<file path="src/rtl/tmds_dec.sv">
// TMDS channel decoder: control-token/data decode with registered outputs and a
// word-alignment FSM that hunts for control tokens and requests bitslips.
module tmds_dec #(
    parameter int WINDOW    = 2048,
    parameter int LOCK_RUN  = 8,
    parameter int SLIP_WAIT = 4
) (
    input  logic       pi_clk,
    input  logic       pi_rst,
    input  logic [9:0] pi_data,
    output logic [7:0] po_data,
    output logic       po_de,
    output logic [1:0] po_control,
    output logic       po_locked,
    output logic       po_bitslip
);

    localparam int WW        = $clog2(WINDOW + 1);
    localparam int RW        = (LOCK_RUN > 1) ? $clog2(LOCK_RUN + 1) : 1;
    localparam int SW        = (SLIP_WAIT > 1) ? $clog2(SLIP_WAIT + 1) : 1;
    localparam int SLIP_LAST = (SLIP_WAIT > 1) ? SLIP_WAIT - 1 : 0;

    localparam logic [WW-1:0] WIN_MAX  = WW'(WINDOW);
    localparam logic [RW-1:0] RUN_MAX  = RW'(LOCK_RUN);
    localparam logic [SW-1:0] SLP_LAST = SW'(SLIP_LAST);

    typedef enum logic [1:0] {
        SEARCH = 2'd0,
        VERIFY = 2'd1,
        SLIP   = 2'd2,
        LOCKED = 2'd3
    } state_t;

    state_t        state, state_n;
    logic [WW-1:0] win, win_n, win_inc;
    logic [RW-1:0] run, run_n, run_inc;
    logic [SW-1:0] slp, slp_n;
    logic          bs_n;

    logic          is_tok;
    logic [1:0]    tok_val;
    logic [7:0]    d_unmasked;
    logic [7:0]    d_xor;
    logic [7:0]    dec;

    logic [7:0]    data_n;
    logic          de_n;
    logic [1:0]    ctrl_n;
    logic          locked_n;

    always_comb begin
        is_tok  = 1'b1;
        tok_val = 2'b00;
        case (pi_data)
            10'b1101010100: tok_val = 2'b00;
            10'b0010101011: tok_val = 2'b01;
            10'b0101010100: tok_val = 2'b10;
            10'b1010101011: tok_val = 2'b11;
            default:        is_tok  = 1'b0;
        endcase
    end

    // Bit 0 passes straight through; higher bits undo the XOR/XNOR chain.
    always_comb begin
        d_unmasked = pi_data[7:0] ^ {8{pi_data[9]}};
        d_xor      = d_unmasked ^ {d_unmasked[6:0], 1'b0};
        dec        = pi_data[8] ? d_xor : {~d_xor[7:1], d_xor[0]};
    end

    always_comb begin
        win_inc = (win == WIN_MAX) ? win : win + WW'(1);
        run_inc = (run == RUN_MAX) ? run : run + RW'(1);
    end

    always_ff @(posedge pi_clk or negedge pi_rst) begin
        if (!pi_rst) begin
            state <= SEARCH;
            win   <= '0;
            run   <= '0;
            slp   <= '0;
        end else begin
            state <= state_n;
            win   <= win_n;
            run   <= run_n;
            slp   <= slp_n;
        end
    end

    always_comb begin
        state_n = state;
        win_n   = win;
        run_n   = run;
        slp_n   = slp;
        bs_n    = 1'b0;
        case (state)
            SEARCH: begin
                if (is_tok) begin
                    win_n   = '0;
                    run_n   = RW'(1);
                    state_n = (LOCK_RUN <= 1) ? LOCKED : VERIFY;
                end else begin
                    win_n = win_inc;
                    if (win_inc == WIN_MAX) begin
                        state_n = SLIP;
                        bs_n    = 1'b1;
                        win_n   = '0;
                        slp_n   = '0;
                    end
                end
            end
            SLIP: begin
                if (slp == SLP_LAST) begin
                    state_n = SEARCH;
                    win_n   = '0;
                    slp_n   = '0;
                end else begin
                    slp_n = slp + SW'(1);
                end
            end
            VERIFY: begin
                if (is_tok) begin
                    run_n = run_inc;
                    if (run_inc == RUN_MAX) state_n = LOCKED;
                end else begin
                    state_n = SEARCH;
                    run_n   = '0;
                    win_n   = '0;
                end
            end
            LOCKED: begin
                // A token on the same word the window expires still wins.
                if (is_tok) begin
                    win_n = '0;
                end else begin
                    win_n = win_inc;
                    if (win_inc == WIN_MAX) begin
                        state_n = SEARCH;
                        win_n   = '0;
                        run_n   = '0;
                    end
                end
            end
            default: state_n = SEARCH;
        endcase
    end

    // Outputs follow the lock status the word leaves behind, so po_de can never
    // be high on a cycle where po_locked is low.
    always_comb begin
        locked_n = (state_n == LOCKED);
        data_n   = 8'h00;
        de_n     = 1'b0;
        ctrl_n   = 2'b00;
        if (locked_n) begin
            if (is_tok) begin
                ctrl_n = tok_val;
            end else begin
                de_n   = 1'b1;
                data_n = dec;
                ctrl_n = po_control;
            end
        end
    end

    always_ff @(posedge pi_clk or negedge pi_rst) begin
        if (!pi_rst) begin
            po_data    <= 8'h00;
            po_de      <= 1'b0;
            po_control <= 2'b00;
            po_locked  <= 1'b0;
            po_bitslip <= 1'b0;
        end else begin
            po_data    <= data_n;
            po_de      <= de_n;
            po_control <= ctrl_n;
            po_locked  <= locked_n;
            po_bitslip <= bs_n;
        end
    end

endmodule

</file>
<file path="config.mk">
export PLATFORM = sky130hd
export DESIGN_NAME = tmds_dec
export DESIGN_NICKNAME = d
export VERILOG_FILES = /design/src/rtl/tmds_dec.sv
export SDC_FILE = /design/constraint.sdc
export NUM_CORES = 1
export LEC_CHECK = 0
export ABC_AREA = 1
export ABC_CLOCK_PERIOD_IN_PS = 3650
export BUFFER_PORTS_ARGS = -buffer_cell sky130_fd_sc_hd__buf_2
export CAP_MARGIN = 20
export CORE_AREA = 2 2 70 72
export DETAILED_ROUTE_END_ITERATION = 10
export DIE_AREA = 0 0 72 74
export GPL_TIMING_DRIVEN = 1
export PLACE_DENSITY = 0.7
export SYNTH_ARGS = -nofsm -noshare
export SYNTH_HDL_FRONTEND = slang
export SYNTH_SLANG_ARGS = --single-unit
</file>
<file path="constraint.sdc">
create_clock -name pi_clk -period 3.65 [get_ports pi_clk]
set_clock_uncertainty 0.1 [all_clocks]
set_input_delay 0.5475 -clock pi_clk [delete_from_list [all_inputs] [get_ports pi_clk]]
set_output_delay 0.5475 -clock pi_clk [all_outputs]
set_load 0.01 [all_outputs]
</file>
* Word level (Yosys, flattened, before mapping)
Cells that the tools add are included.
** Word-level totals
- Flip-flop bits (word level) :: 34
- Input bits :: 12
- Output and inout bits :: 13
- Word-level logic and storage cells :: 80
** Operators by class
- Add/subtract/negate cells :: 3
- Equality and inequality tests :: 21
- Mux-type cells :: 36
- Bitwise operators :: 3
- Reduce and logical (&&, ||, !) cells :: 8
** Operator list (count)
- 12-bit two-way mux :: 5
- 12-bit case mux with 3 select lines :: 1
- 12-bit == test (second input constant) :: 2
- 8-bit two-way mux :: 3
- 10-bit == test (second input constant) :: 2
- 4-bit two-way mux :: 5
- 2-bit two-way mux :: 9
- 2-bit inequality test (second input constant) :: 8
- 8-bit XOR :: 2
- 12-bit by 1-bit adder with 12-bit output (second input constant) :: 1
- 4-bit case mux with 3 select lines :: 1
- 10-bit by 8-bit == test with 1-bit output (second input constant) :: 1
- 10-bit by 9-bit == test with 1-bit output (second input constant) :: 1
- 3-bit two-way mux :: 3
- 4-bit == test (second input constant) :: 2
- 2-bit case mux with 4 select lines :: 1
- 7-bit NOT :: 1
- 2-bit == test (second input constant) :: 3
- 1-bit two-way mux :: 6
- 2-bit case mux with 3 select lines :: 1
- 3-bit case mux with 2 select lines :: 1
- 4-bit by 1-bit adder with 4-bit output (second input constant) :: 1
- 4-bit AND reduction :: 1
- 4-bit OR reduction :: 1
- other kinds (9) :: 9

* Depth between registers and ports, before layout
Gate-level depths: netlist of run 1.
- Depth after elaboration :: 8
- Mapped depth :: 17
- Depth with buffers taken out :: 16

* Least setup slack after synthesis of run 1
No wires, ideal clock.
- Path type :: input to register
- From :: in pi_data[8]
- To :: reg po_de
- Library setup time :: 0.069 ns
- Arrival time :: 1.900 ns
- Data required time :: 3.481 ns
- Path slack :: 1.580 ns
- Stages :: 15
- Buffers on the path :: 2
- Path through :: buf_2 > nor2_2 > inv_1 > nor3_1 > nand2_1 > nand2_1 > nand2_2 > o21ai_0 > nand2_1 > nand2_1 > nand2_1 > nand2_2 > nand2_2 > buf_6 > nor2_2
** On the way
- Longest elaborated chain between the ends :: 7
- Elaborated cells between the ends (all ways) :: 13
- Those cells by class :: eq/ne (5); mux (7); reduce/logical (1)
** RTL lines
- from (decl) :: RTL line 10 : input logic [9:0] pi_data,
- 10-bit == test, or another cell as far along :: RTL line 54 : case (pi_data)
- 4-bit OR reduction (no source line) *
- 1-bit two-way mux * :: RTL line 54
- 2-bit two-way mux, on equally long branches :: RTL line 132, 121, 97
- 2-bit case mux with 4 select lines * :: RTL line 95 : case (state)
- named net state_n[1] :: RTL line 34 : state_t state, state_n;
- 2-bit == test * :: RTL line 150 : locked_n = (state_n == LOCKED);
- 1-bit two-way mux * :: RTL line 154 : if (locked_n) begin
- named net de_n :: RTL line 47 : logic de_n;
- to (signal assigned) :: RTL line 174 : po_de <= de_n;
- to (decl) :: RTL line 12 : output logic po_de,
The timed path passes the listed nets; every way through them passes the cells marked *.
A chain may end at the register's enable or synchronous reset.

* Final worst setup path of run 1
- From :: reg win[0]
- To :: reg po_control[1]
** On the way
- Longest elaborated chain between the ends :: 8
- Elaborated cells between the ends (all ways) :: 12
- Those cells by class :: add/sub (1); eq/ne (4); mux (7)
** RTL lines
- from (decl) :: RTL line 35 : logic [WW-1:0] win, win_n, win_inc;
- from (signal assigned) :: RTL line 83 : win <= win_n;
- 12-bit by 1-bit adder with 12-bit output or 12-bit == test (tied branches) :: RTL line 71 : win_inc = (win == WIN_MAX) ? win : win + WW'(1);
- 12-bit two-way mux * :: RTL line 71
- 12-bit == test * :: RTL line 103, 136
- 2-bit two-way mux, on equally long branches :: RTL line 136, 103
- 2-bit two-way mux, on equally long branches :: RTL line 132, 97
- 2-bit case mux with 4 select lines * :: RTL line 95
- named net state_n[0] :: RTL line 34
- 2-bit == test * :: RTL line 150
- 2-bit inequality test (no source line) or 2-bit two-way mux (tied branches)
- to (signal assigned) :: RTL line 175 : po_control <= ctrl_n;
- to (decl) :: RTL line 13 : output logic [1:0] po_control,
Marks and branches as above.

==> impl_results.md, run 1 <==
* DRT iter0 DRCs at ~140
* Overall routing resource usage at between 10% and 20%
* Routability-driven placement congestion ratio at approximately 0.95
* Pin count of the biggest net entering global routing at 35
* Commonest non-fill, non-tap cells in the layout: nand2_1, inv_1, dfrtp_1, nor2_1, buf_2
* Diodes inserted at 0
* DP Cell Count at just under 400
* Boundary pin count at 25
* Num Clock Sinks at 34
* Achievable Freq at 418 MHz
* GR Util met1 at a little under a quarter
* Layout cells sized above 1 at 18.7%
* Initial Util at between 50% and 60%
* Num CTS Buffers at 5
* Routed vias/inst at between 5 and 6
* DPL Wire Length at ~3600 um
* Final worst path period need at around 2400 ps
* Worst-case clock buffer depth at 2
* Placed Instance Area at approximately 2500 sq um
* CP arrival at about 2500 ps
* Worst-path clk slew at about 80 ps
* Crit end category: flop
* Cell Count, Final, Fillers Out at just under 400
* Max Cap Violations at 0
* Mean Syn Cell Area at around 7.4 sq um
* Die Area at approximately 5300 sq um
* Clock H-tree levels at 2
* Distinct cells, synth at 28
* R2R cell count at 11
* Most Crowded Layer GR: met2
* Row count at 25
* CTS root buffer: clkbuf_8
* CP Launch Type: flop
* Post-CTS Setup Inserts at 0
* CTS tree: yes
* Post-synth net total at roughly 340
* Most common cell after layout, fill and taps aside: nand2_1
* Clock insertion delay at the later pin of the skew report at slightly below 300 ps
* Status: finished, final reports clean
* Critical-path maximum fanout at 12
* Worst slew pin tran at between 700 and 800 ps
* Via count at between 2000 and 2500
* Filler cells at roughly 430
* Die Width at 72 um
* Worst VDD drop at 0.153 mV
* Vias in the first global route at between 1500 and 2000
* Initial antenna violation count at 0
* Final setup violation count at 0
* Hold-fix buffers, CTS at 0
* YS warnings at 0
* Area grow syn2layout at 11.8%
* DRT Pass-1 Iters at 5
* Setup_tns at 0 ps
* GR Util met2 at 30.9%
* First-pass GRT wire length at ~7900 um
* Die height at between 70 and 80 um
* Reg2reg end: po_control[1]
* Post-CTS sizing at 0
* Slew headroom at between 40 and 50%
* Final period util at around 66%
* Final total power at between 1 and 1.5 mW
* Hold Fails Final Rpt at 0
* Post-route ant nets at 0
* Yosys reg bits at 34
* Final instance area at ~2600 sq um
* Register area share after synthesis at around 37%
* Core Area at about 4600 sq um
* Leak Pwr at between 1 and 1.5 nW
* Mapped cell area at between 2000 and 2500 sq um
* CP required at between 3000 and 4000 ps
* WL/cell at ~12 um
* Hold Path Class: input pin to async pin
* Met3 Track Usage GR at 4.61%
* DRC violations left at 0
* RSZ-0062 raised after global routing: no
* Max Slew Vio Count at 0
* Grt ovf at 0
* Worst reg-to-reg setup slack at ~1300 ps
* Drt total wl at about 4700 um
* I/O Buffers at 24
* Synthesized instance count at approximately 310
* Critical setup path kind: flop to flop
* Reg2reg start: win[0]
* PwrDens at between 400 and 500 nW/um^2
* Layout net count at ~360
==> kinds of logic after synthesis <==
| group | after synthesis | synth area share (%) |
|---|---|---|
| AO/OA/AOI/OAI | 21 | 5.37 |
| buffers and inverters | 49 | 8.40 |
| AND/OR/NAND/NOR | 185 | 37.6 |
| flip-flops | 34 | 36.9 |
| adder cells (fa/ha/maj) | 10 | 5.42 |
| XOR/XNOR | 15 | 6.34 |
==> cell type report <==
| class | count | area, sq um | area share (%) |
|---|---|---|---|
| repair buffers | 24 | 120 | 4.65 |
| clock buffers | 6 | 72.6 | 2.81 |
| inverters | 45 | 169 | 6.54 |
| well taps | 54 | 67.6 | 2.62 |
| clock inverters | 2 | 37.5 | 1.45 |
| multi-input cells | 231 | 1260 | 49.0 |
| flip-flops and latches | 34 | 851 | 33.0 |
==> how the worst max path moves through the flow <==
stage | startpoint | endpoint | slack, ps | cells after the start
after global placement | win[0] | po_control[0] | 1250 | 11
after CTS | win[0] | po_control[1] | 1240 | 11
after global routing | win[0] | po_control[1] | 1040 | 11
final | win[0] | po_control[1] | 1260 | 11
after floorplan | pi_data[8] | po_de | 1580 | 15
after detailed placement | pi_data[0] | win[2] | 1220 | 11
==> worst max-delay path: stages (launching register included) <==
cell and delay [ps]:
dfrtp_1 420, ha_1 280, inv_1 110, nor2_1 40, o21ai_0 310, nand3_1 120, nor2_1 160, nand4_2 130
a21oi_1 180, nor2_2 70, nand2_2 260, nor2_1 80
==> metal layers <==
layer	up-vias	share of wire, %	wire, um
met2	60	47	2220
met5	-	0	0
met1	939	46	2140
met3	12	4.5	209
li1	1043	-	-
met4	0	2.6	123
==> state kept, by name, indices dropped and copies added (netlist names) <==
name / cells
po_control: 2
po_de: 1
win: 12
slp: 3
po_bitslip: 1
run: 4
po_locked: 1
state: 2
po_data: 8
==> through the flow <==
stage | hold slack [ps] | worst slack [ps] | util (%)
floorplan | 152 | 1580 | -
finish | 231 | 1260 | 56.1
CTS | 251 | 1240 | 56.1
global route | 292 | 1040 | 56.1
detailed placement | 409 | 1220 | 53.7
global placement | 406 | 1250 | 53.7
==> synthesized netlist by cell type <==
| cell type | instances | area, sq um |
|---|---|---|
| nand2_1 | 89 | 334 |
| inv_1 | 44 | 165 |
| dfrtp_1 | 34 | 851 |
| nor2_1 | 31 | 116 |
| nand3_1 | 20 | 100 |
| nor2_2 | 15 | 93.8 |
| xor2_1 | 13 | 114 |
| ha_1 | 10 | 125 |
| o22ai_1 | 10 | 62.6 |
| o21ai_0 | 7 | 35.0 |
| nand4_1 | 6 | 37.5 |
| nand2_2 | 5 | 31.3 |
| nand3_2 | 5 | 50.1 |
| nor3_1 | 4 | 20.0 |
| nor4_1 | 3 | 18.8 |
| a21oi_1 | 2 | 10.0 |
| buf_2 | 2 | 10.0 |
| nand3b_1 | 2 | 15.0 |
| nor2_4 | 2 | 22.5 |
| xor2_2 | 2 | 32.5 |
| a21boi_0 | 1 | 7.51 |
| a221oi_1 | 1 | 8.76 |
| buf_6 | 1 | 11.3 |
| clkbuf_1 | 1 | 3.75 |
| inv_2 | 1 | 3.75 |
| nand4_2 | 1 | 12.5 |
| nor3_2 | 1 | 10.0 |
| or2_2 | 1 | 6.26 |
==> where the power goes <==
group          switching, mW  leakage, nW  internal, mW
clock                  0.140       0.0514         0.204
combinational          0.210        0.868         0.106
sequential            0.0435        0.467         0.408
Note: power is estimated with default switching activity, not from simulation.
==> inputs of run 2 (changes only) <==
- ABC_AREA: 1 -> 0
- ABC_CLOCK_PERIOD_IN_PS: 3650 -> 1900
- CORE_AREA: 2 2 70 72 -> 2 2 71 73
- DIE_AREA: 0 0 72 74 -> 0 0 73 75
- PLACE_DENSITY: 0.7 -> 0.73
- clock period: 3.65 -> 1.9 ns (I/O delays scaled with it)
==> run 2 against run 1 <==
- the run now ends with setup timing left
- routed wire length is 80% higher
- synthesized cell count is 19% lower
- synthesized area is 3.0% higher
- total power grew to 3.0 times the previous value
- design area is 48% higher
- register-to-register slack worse by 2100 ps
- sequential power is 100% higher
- fmax is 14% lower
- utilization is 26 points higher
- combinational power grew to 5.7 times the previous value
- sequential share of layout area is 11 points lower
==> impl_results.md, run 2 <==
* Die Area at 5480 sq um (was 5330 sq um)
* Diodes inserted at 0 (unchanged)
* Largest reg by FF count: win (unchanged)
* Die height at 75 um (was 74 um)
* CP arrival at 2860 ps (was 2450 ps)
* Boundary pin count at 25 (unchanged)
* DRT iter0 DRCs at 215 (was 135)
* Top Family by Delay on Critical Path: simple AND/OR/NAND/NOR gates (unchanged)
* Initial Util at 51.0% (was 50.2%)
* Max reg flops at 12 (unchanged)
* Async S/R FF share, synth at 100% (unchanged)
* Worst VDD drop at 0.999 mV (was 0.153 mV)
* Worst min-delay path startpoint: pi_data[9]
* DP Cell Count at 399 (was 388)
* Area grow syn2layout at 60.4% (was 11.8%)
* Max Slew Vio Count at 0 (unchanged)
* Clock insertion delay at the later pin of the skew report at 300 ps (was 290 ps)
* Yosys reg bits at 34 (unchanged)
* Ranking of synthesized cells by area: dfrtp_1, ha_1, nand2_1 (was dfrtp_1, nand2_1, inv_1)
* Routability-driven placement congestion ratio at 0.867 (was 0.945)
* Worst slew pin tran at 584 ps (was 764 ps)
* Worst Slack Setup Final at -876 ps (was 1260 ps)
* Worst-path clk slew at 70 ps (was 80 ps)
* Post-synth net total at 277 (was 336)
* Num CTS Buffers at 5 (unchanged)
* Worst-case clock buffer depth at 2 (unchanged)
* DRC violations left at 0 (unchanged)
* R2R cell count at 8 (was 11)
* Clock H-tree levels at 2 (unchanged)
* Drt total wl at 8450 um (was 4690 um)
* Hold Path Class: input pin to flop (was input pin to async pin)
* Hold Fails Final Rpt at 0 (unchanged)
* Overall routing resource usage at 28.0% (was 18.9%)
* Top FF cell, synth: dfrtp_1 (unchanged)
* Final setup violation count at 28 (was 0)
* Core Area at 4660 sq um (was 4600 sq um)
* Pin count of the biggest net entering global routing at 25 (was 35)
* Post-route ant nets at 0 (unchanged)
* Grt ovf at 0 (unchanged)
* Slowest cell on the critical path: dfrtp_1 (unchanged)
* First-pass GRT wire length at 11700 um (was 7860 um)
* Top flop regs: win x12, po_data x8, run x4 (unchanged)
* Status: complete, but fails checks (was finished, final reports clean)
* Max stage delay on crit path at 450 ps (was 420 ps)
* Via count at 2574 (was 2054)
* CP Launch Type: flop (unchanged)
* CP required at 1980 ps (was 3710 ps)
* Final worst path period need at 2780 ps (was 2390 ps)
* Crit end category: flop (unchanged)
* Max Cap Violations at 0 (unchanged)
* Worst hold path depth at 2
* Post-synth top area share at 35.8% (was 36.9%)
* Worst reg-to-reg setup slack at -880 ps (was 1260 ps)
* Initial antenna violation count at 0 (unchanged)
* Routed vias/inst at 5.94 (was 5.19)
* Post-synth top cells: dfrtp_1, nand2_1, nor2_1, inv_1, o21ai_0 (was nand2_1, inv_1, dfrtp_1, nor2_1, nand3_1)
* CP Cell Sequence: nor3_1 > nand4_1 > mux2i_4 > nor3_2 > nand3b_1 > nor3_2 > a21o_1 > mux2_4 (was ha_1 > inv_1 > nor2_1 > o21ai_0 > nand3_1 > nor2_1 > nand4_2 > a21oi_1 > nor2_2 > nand2_2 > nor2_1)
* Area leader, netlist: dfrtp_1 (unchanged)
* Row count at 25 (unchanged)
* Distinct cells, synth at 60 (was 28)
* Layout net count at 400 (was 363)
* DRT Pass-1 Iters at 5 (unchanged)
* WP buf/inv at 0 (was 1)
* Register area share after synthesis at 35.8% (was 36.9%)
* Synthesized instance count at 255 (was 314)
* Leak Pwr at 1.80 nW (was 1.39 nW)
* Critical-path maximum fanout at 5 (was 12)
* DPL Wire Length at 4420 um (was 3600 um)
* PwrDens at 862 nW/um^2 (was 430 nW/um^2)
* I/O Buffers at 24 (unchanged)
* Reg2reg start: win[5] (was win[0])
* Cell Count, Final, Fillers Out at 433 (was 396)
* Reg2reg end: slp[0] (was po_control[1])
* Most frequent cell after synthesis: dfrtp_1 (was nand2_1)
* Vias in the first global route at 2466 (was 1835)
* CTS root buffer: clkbuf_8 (unchanged)
* Final total power at 3.29 mW (was 1.11 mW)
* Die Width at 73 um (was 72 um)
* Most common cell after layout, fill and taps aside: buf_4 (was nand2_1)
* Final period util at 146% (was 65.6%)
* YS warnings at 0 (unchanged)
* Achievable Freq at 360 MHz (was 418 MHz)
* Critical path's most frequent cell: nor3_2 (was nor2_1)
* Num Clock Sinks at 34 (unchanged)
* Commonest non-fill, non-tap cells in the layout: buf_4, dfrtp_1, nand2_1, buf_2, xnor2_1 (was nand2_1, inv_1, dfrtp_1, nor2_1, buf_2)
* WL/cell at 19.5 um (was 11.8 um)
* Mean Syn Cell Area at 9.33 sq um (was 7.35 sq um)
* RSZ-0062 raised after global routing: yes (was no)
* Failing checks: setup timing
* Setup crit start: win[5] (was win[0])
* Post-synth EDFFs at 0 (unchanged)
* CTS tree: yes (unchanged)
* Mapped cell area at 2380 sq um (was 2310 sq um)
* Slew headroom at 61.0% (was 49.1%)
* Layout cells sized above 1 at 57.0% (was 18.7%)
* Pre-CTS WS at -591 ps (was 1220 ps)
* Critical setup path kind: flop to flop (unchanged)
* Hold path endpoint: po_control[1]
-- run 2: changes by cell type in the layout (fill, tap and decap cells not counted), moves of 7 or more --
cell	previous run	this run
buf_4	0	90
buf_6	0	9
inv_1	44	10
nand2_1	89	25
nand3_1	20	6
nor2_1	31	8
nor2_2	15	8
o21ai_1	0	9
o22ai_1	10	2
xnor2_1	0	11
xor2_1	13	6
-- run 2: per-layer routing --
layer  part of all wire, %  wire length [um]  up-vias  GRT usage [%]
li1                      -                 -     1144              -
met1                    40              3410     1265           35.3
met2                    51              4280      135           47.7
met3                   5.7               478       30           5.09
met4                   3.3               279        0           10.9
met5                     0                 0        -              0
-- run 2: cells by family after synthesis --
group	count (synthesis)	synth area share [%]
DFF	34	35.8
AOI/OAI and AO/OA	53	17.1
muxes	6	2.58
buffers and inverters	25	4.84
adders and majority gates	10	5.26
xor gates and xnor gates	19	7.00
and+or+nand+nor	108	27.5
-- run 2: repair_timing --
| item | CTS | global route |
|---|---|---|
| resized for setup | 29 | 56 |
| endpoints found under the hold margin | 22 | 0 |
| setup buffers | 24 | 7 |
| gates cloned | 1 | 0 |
| endpoints found under the setup margin | 31 | 33 |
| hold buffers | 1 | 0 |
| pin swaps | 22 | 16 |
-- run 2: final cells by class --
cell class | count | area [sq um]
fill | 244 | 846
clock buffer | 7 | 86.3
timing repair buffer | 127 | 975
clock inverter | 1 | 5.00
multi-input combinational | 196 | 1770
tap | 54 | 67.6
inverter | 14 | 52.6
sequential | 34 | 855
-- run 2: worst max-delay path by stage --
| stage | end | slack [ps] | depth (start not counted) |
|---|---|---|---|
| CTS | po_control[0] | -620 | 11 |
| global placement | run[3] | -520 | 11 |
| floorplan | po_data[1] | -490 | 11 |
| finish | slp[0] | -880 | 8 |
| global route | po_data[0] | -980 | 10 |
| detailed placement | po_data[2] | -590 | 12 |
-- run 2: through the flow --
stage	cell area, sq um	TNS, ps	hold WS [ps]	utilization (%)
after floorplan	2420	-8410	-111	-
after global placement	3130	-10600	201	67.1
after detailed placement	3130	-12340	211	67.1
after CTS	3540	-11830	146	76.1
after global routing	3810	-20780	138	81.9
final	3810	-17810	141	81.9
-- run 2: power by group --
part / leakage [nW] / switching [mW] / total [mW] / internal (mW)
registers: 0.450 / 0.119 / 0.926 / 0.807
logic: 1.30 / 0.872 / 1.79 / 0.917
clock network: 0.0482 / 0.282 / 0.575 / 0.292
total: 1.80 / 1.27 / 3.29 / 2.02
==> inputs of run 3 (changes only) <==
- CORE_AREA: 2 2 71 73 -> 2 2 79 66
- DIE_AREA: 0 0 73 75 -> 0 0 81 68
- RECOVER_POWER: unset -> 50
==> run 3 against run 2 <==
- the flow still finishes with violations (setup timing)
- global-route usage shrank 2.5 points
- worst setup slack gained 220 ps
- sequential share of layout area grew 1.9 points
- clock-buffer cell count shrank 2
- sequential power shrank 2.5%
- utilization shrank 8.5 points
- via count shrank 7.5%
- register-to-register slack gained 220 ps
- combinational power shrank 25%
- sequential cell count is the same
- clock power grew 19%
- highest routed layer unchanged
==> impl_results.md, run 3 (same netlist as run 2, synthesis figures left out) <==
* Status: complete, but fails checks (unchanged)
* Failing checks: setup timing (unchanged)
* Worst-path clk slew at 70 ps (about the same)
* I/O Buffers at 24 (unchanged)
* DRT iter0 DRCs at 170 (was 215)
* Slowest cell on the critical path: dfrtp_1 (unchanged)
* Max Cap Violations at 0 (unchanged)
* CP required at 2020 ps (was 1980 ps)
* Slew headroom at 40.7% (was 61.0%)
* WP buf/inv at 1 (was 0)
* Leak Pwr at 1.68 nW (was 1.80 nW)
* DRC violations left at 0 (unchanged)
* Layout cells sized above 1 at 50.0% (was 57.0%)
* Via count at 2382 (was 2574)
* Critical-path maximum fanout at 7 (was 5)
* Boundary pin count at 25 (unchanged)
* Clock insertion delay at the later pin of the skew report at 300 ps (about the same)
* Largest reg by FF count: win (unchanged)
* Hold Fails Final Rpt at 0 (unchanged)
* Worst-case clock buffer depth at 2 (unchanged)
* Die Area at 5510 sq um (was 5480 sq um)
* Achievable Freq at 392 MHz (was 360 MHz)
* Grt ovf at 0 (unchanged)
* Initial antenna violation count at 0 (unchanged)
* Top Family by Delay on Critical Path: simple AND/OR/NAND/NOR gates (unchanged)
* Post-route ant nets at 0 (unchanged)
* Max stage delay on crit path at 410 ps (was 450 ps)
* PwrDens at 837 nW/um^2 (was 862 nW/um^2)
* CP arrival at 2680 ps (was 2860 ps)
* Crit end category: flop (unchanged)
* Final setup violation count at 23 (was 28)
* CTS root buffer: clkbuf_8 (unchanged)
* Die height at 68 um (was 75 um)
* Top flop regs: win x12, po_data x8, run x4 (unchanged)
* DPL Wire Length at 4430 um (was 4420 um)
* Vias in the first global route at 2271 (was 2466)
* Clock H-tree levels at 2 (unchanged)
* CTS tree: yes (unchanged)
* Commonest non-fill, non-tap cells in the layout: buf_4, dfrtp_1, nand2_1, buf_2, nor2_1 (was buf_4, dfrtp_1, nand2_1, buf_2, xnor2_1)
* Diodes inserted at 0 (unchanged)
* Area grow syn2layout at 47.3% (was 60.4%)
* WHS at 138 ps (was 141 ps)
* First-pass GRT wire length at 10700 um (was 11700 um)
* Initial Util at 49.8% (was 51.0%)
* RSZ-0062 raised after global routing: yes (unchanged)
* Most common cell after layout, fill and taps aside: buf_4 (unchanged)
* Hold Path Class: input pin to flop (unchanged)
* Die Width at 81 um (was 73 um)
* Fin util at 73.4% (was 81.9%)
* Pin count of the biggest net entering global routing at 35 (was 25)
* CP Launch Type: flop (unchanged)
* Num CTS Buffers at 5 (unchanged)
* Critical setup path kind: flop to flop (unchanged)
* Drt total wl at 7180 um (was 8450 um)
* Worst slew pin tran at 889 ps (was 584 ps)
* Core Area at 4780 sq um (was 4660 sq um)
* Pre-CTS WS at -615 ps (was -591 ps)
* Row count at 23 (was 25)
* Max Slew Vio Count at 0 (unchanged)
* Worst VDD drop at 0.520 mV (was 0.999 mV)
* Max reg flops at 12 (unchanged)
* Routed vias/inst at 5.64 (was 5.94)
* Final worst path period need at 2550 ps (was 2780 ps)
* Final period util at 134% (was 146%)
* Routability-driven placement congestion ratio at 0.920 (was 0.867)
* Worst Slack Setup Final at -654 ps (was -876 ps)
* CP Cell Sequence: ha_2 > xor2_1 > nor4b_2 > a21oi_1 > nor4_2 > nand2_1 > nor2_4 > o311ai_4 > buf_4 > a21oi_2 (was nor3_1 > nand4_1 > mux2i_4 > nor3_2 > nand3b_1 > nor3_2 > a21o_1 > mux2_4)
* WL/cell at 17.0 um (was 19.5 um)
* DRT Pass-1 Iters at 5 (unchanged)
* Layout net count at 381 (was 400)
* Num Clock Sinks at 34 (unchanged)
* Overall routing resource usage at 25.4% (was 28.0%)
run 3: cell types whose count changed in the layout (fill, tap and decap cells not counted), sizes merged:
cell / change
buf: -21
clkinvlp: +2
bufinv: +1
clkbuf: -1
clkinv: -1
or3: +1
run 3: where the power goes:
part           switching [mW]  internal, mW  total (mW)
clock                   0.296         0.390       0.687
combinational           0.665         0.678        1.34
sequential              0.102         0.801       0.903
run 3: stage by stage:
step                power (mW)  instance area (sq um)  instances  TNS [ps]
CTS                       2.68                   3350        419    -11260
finish                    2.93                   3500        422    -13470
floorplan                 1.52                   2420        255     -8410
detailed placement        1.92                   3080        400    -11730
global route              3.07                   3500        422    -15580
global placement          1.88                   3080        400    -10340
run 3: repair_timing:
action	4_1_cts	5_1_grt
endpoints found under the hold margin	34	0
gates resized for setup	17	32
hold buffers	1	0
pin swaps	8	11
setup endpoints to repair	30	33
gates cloned	1	0
buffers inserted	9	6
run 3: cell type report:
cell class | instances | area (sq um)
inverters | 14 | 52.6
well taps | 62 | 77.6
multi-input cells | 197 | 1630
fillers | 340 | 1270
repair buffers | 107 | 778
clock buffers | 5 | 68.8
flip-flops and latches | 34 | 851
clock inverters | 3 | 45.0
run 3: final timing paths:
| kind | start | to | slack [ps] | cells past startpoint |
|---|---|---|---|---|
| setup / recovery | win[0] | po_control[0] | -650 | 10 |
| min in group asynchronous | pi_rst | po_data[7] | 610 | 3 |
| hold reg to reg | slp[1] | slp[1] | 470 | 2 |
| setup reg to reg | win[0] | po_control[0] | -650 | 10 |
| hold / removal | pi_data[9] | po_control[1] | 140 | 2 |
| max in group asynchronous | pi_rst | po_data[0] | 520 | 3 |
run 3: routing by layer:
metal,wire length [um],GRT usage (%)
met3,405,5.94
met4,109,8.26
met5,0,0
met2,3620,41.7
met1,3050,33.4
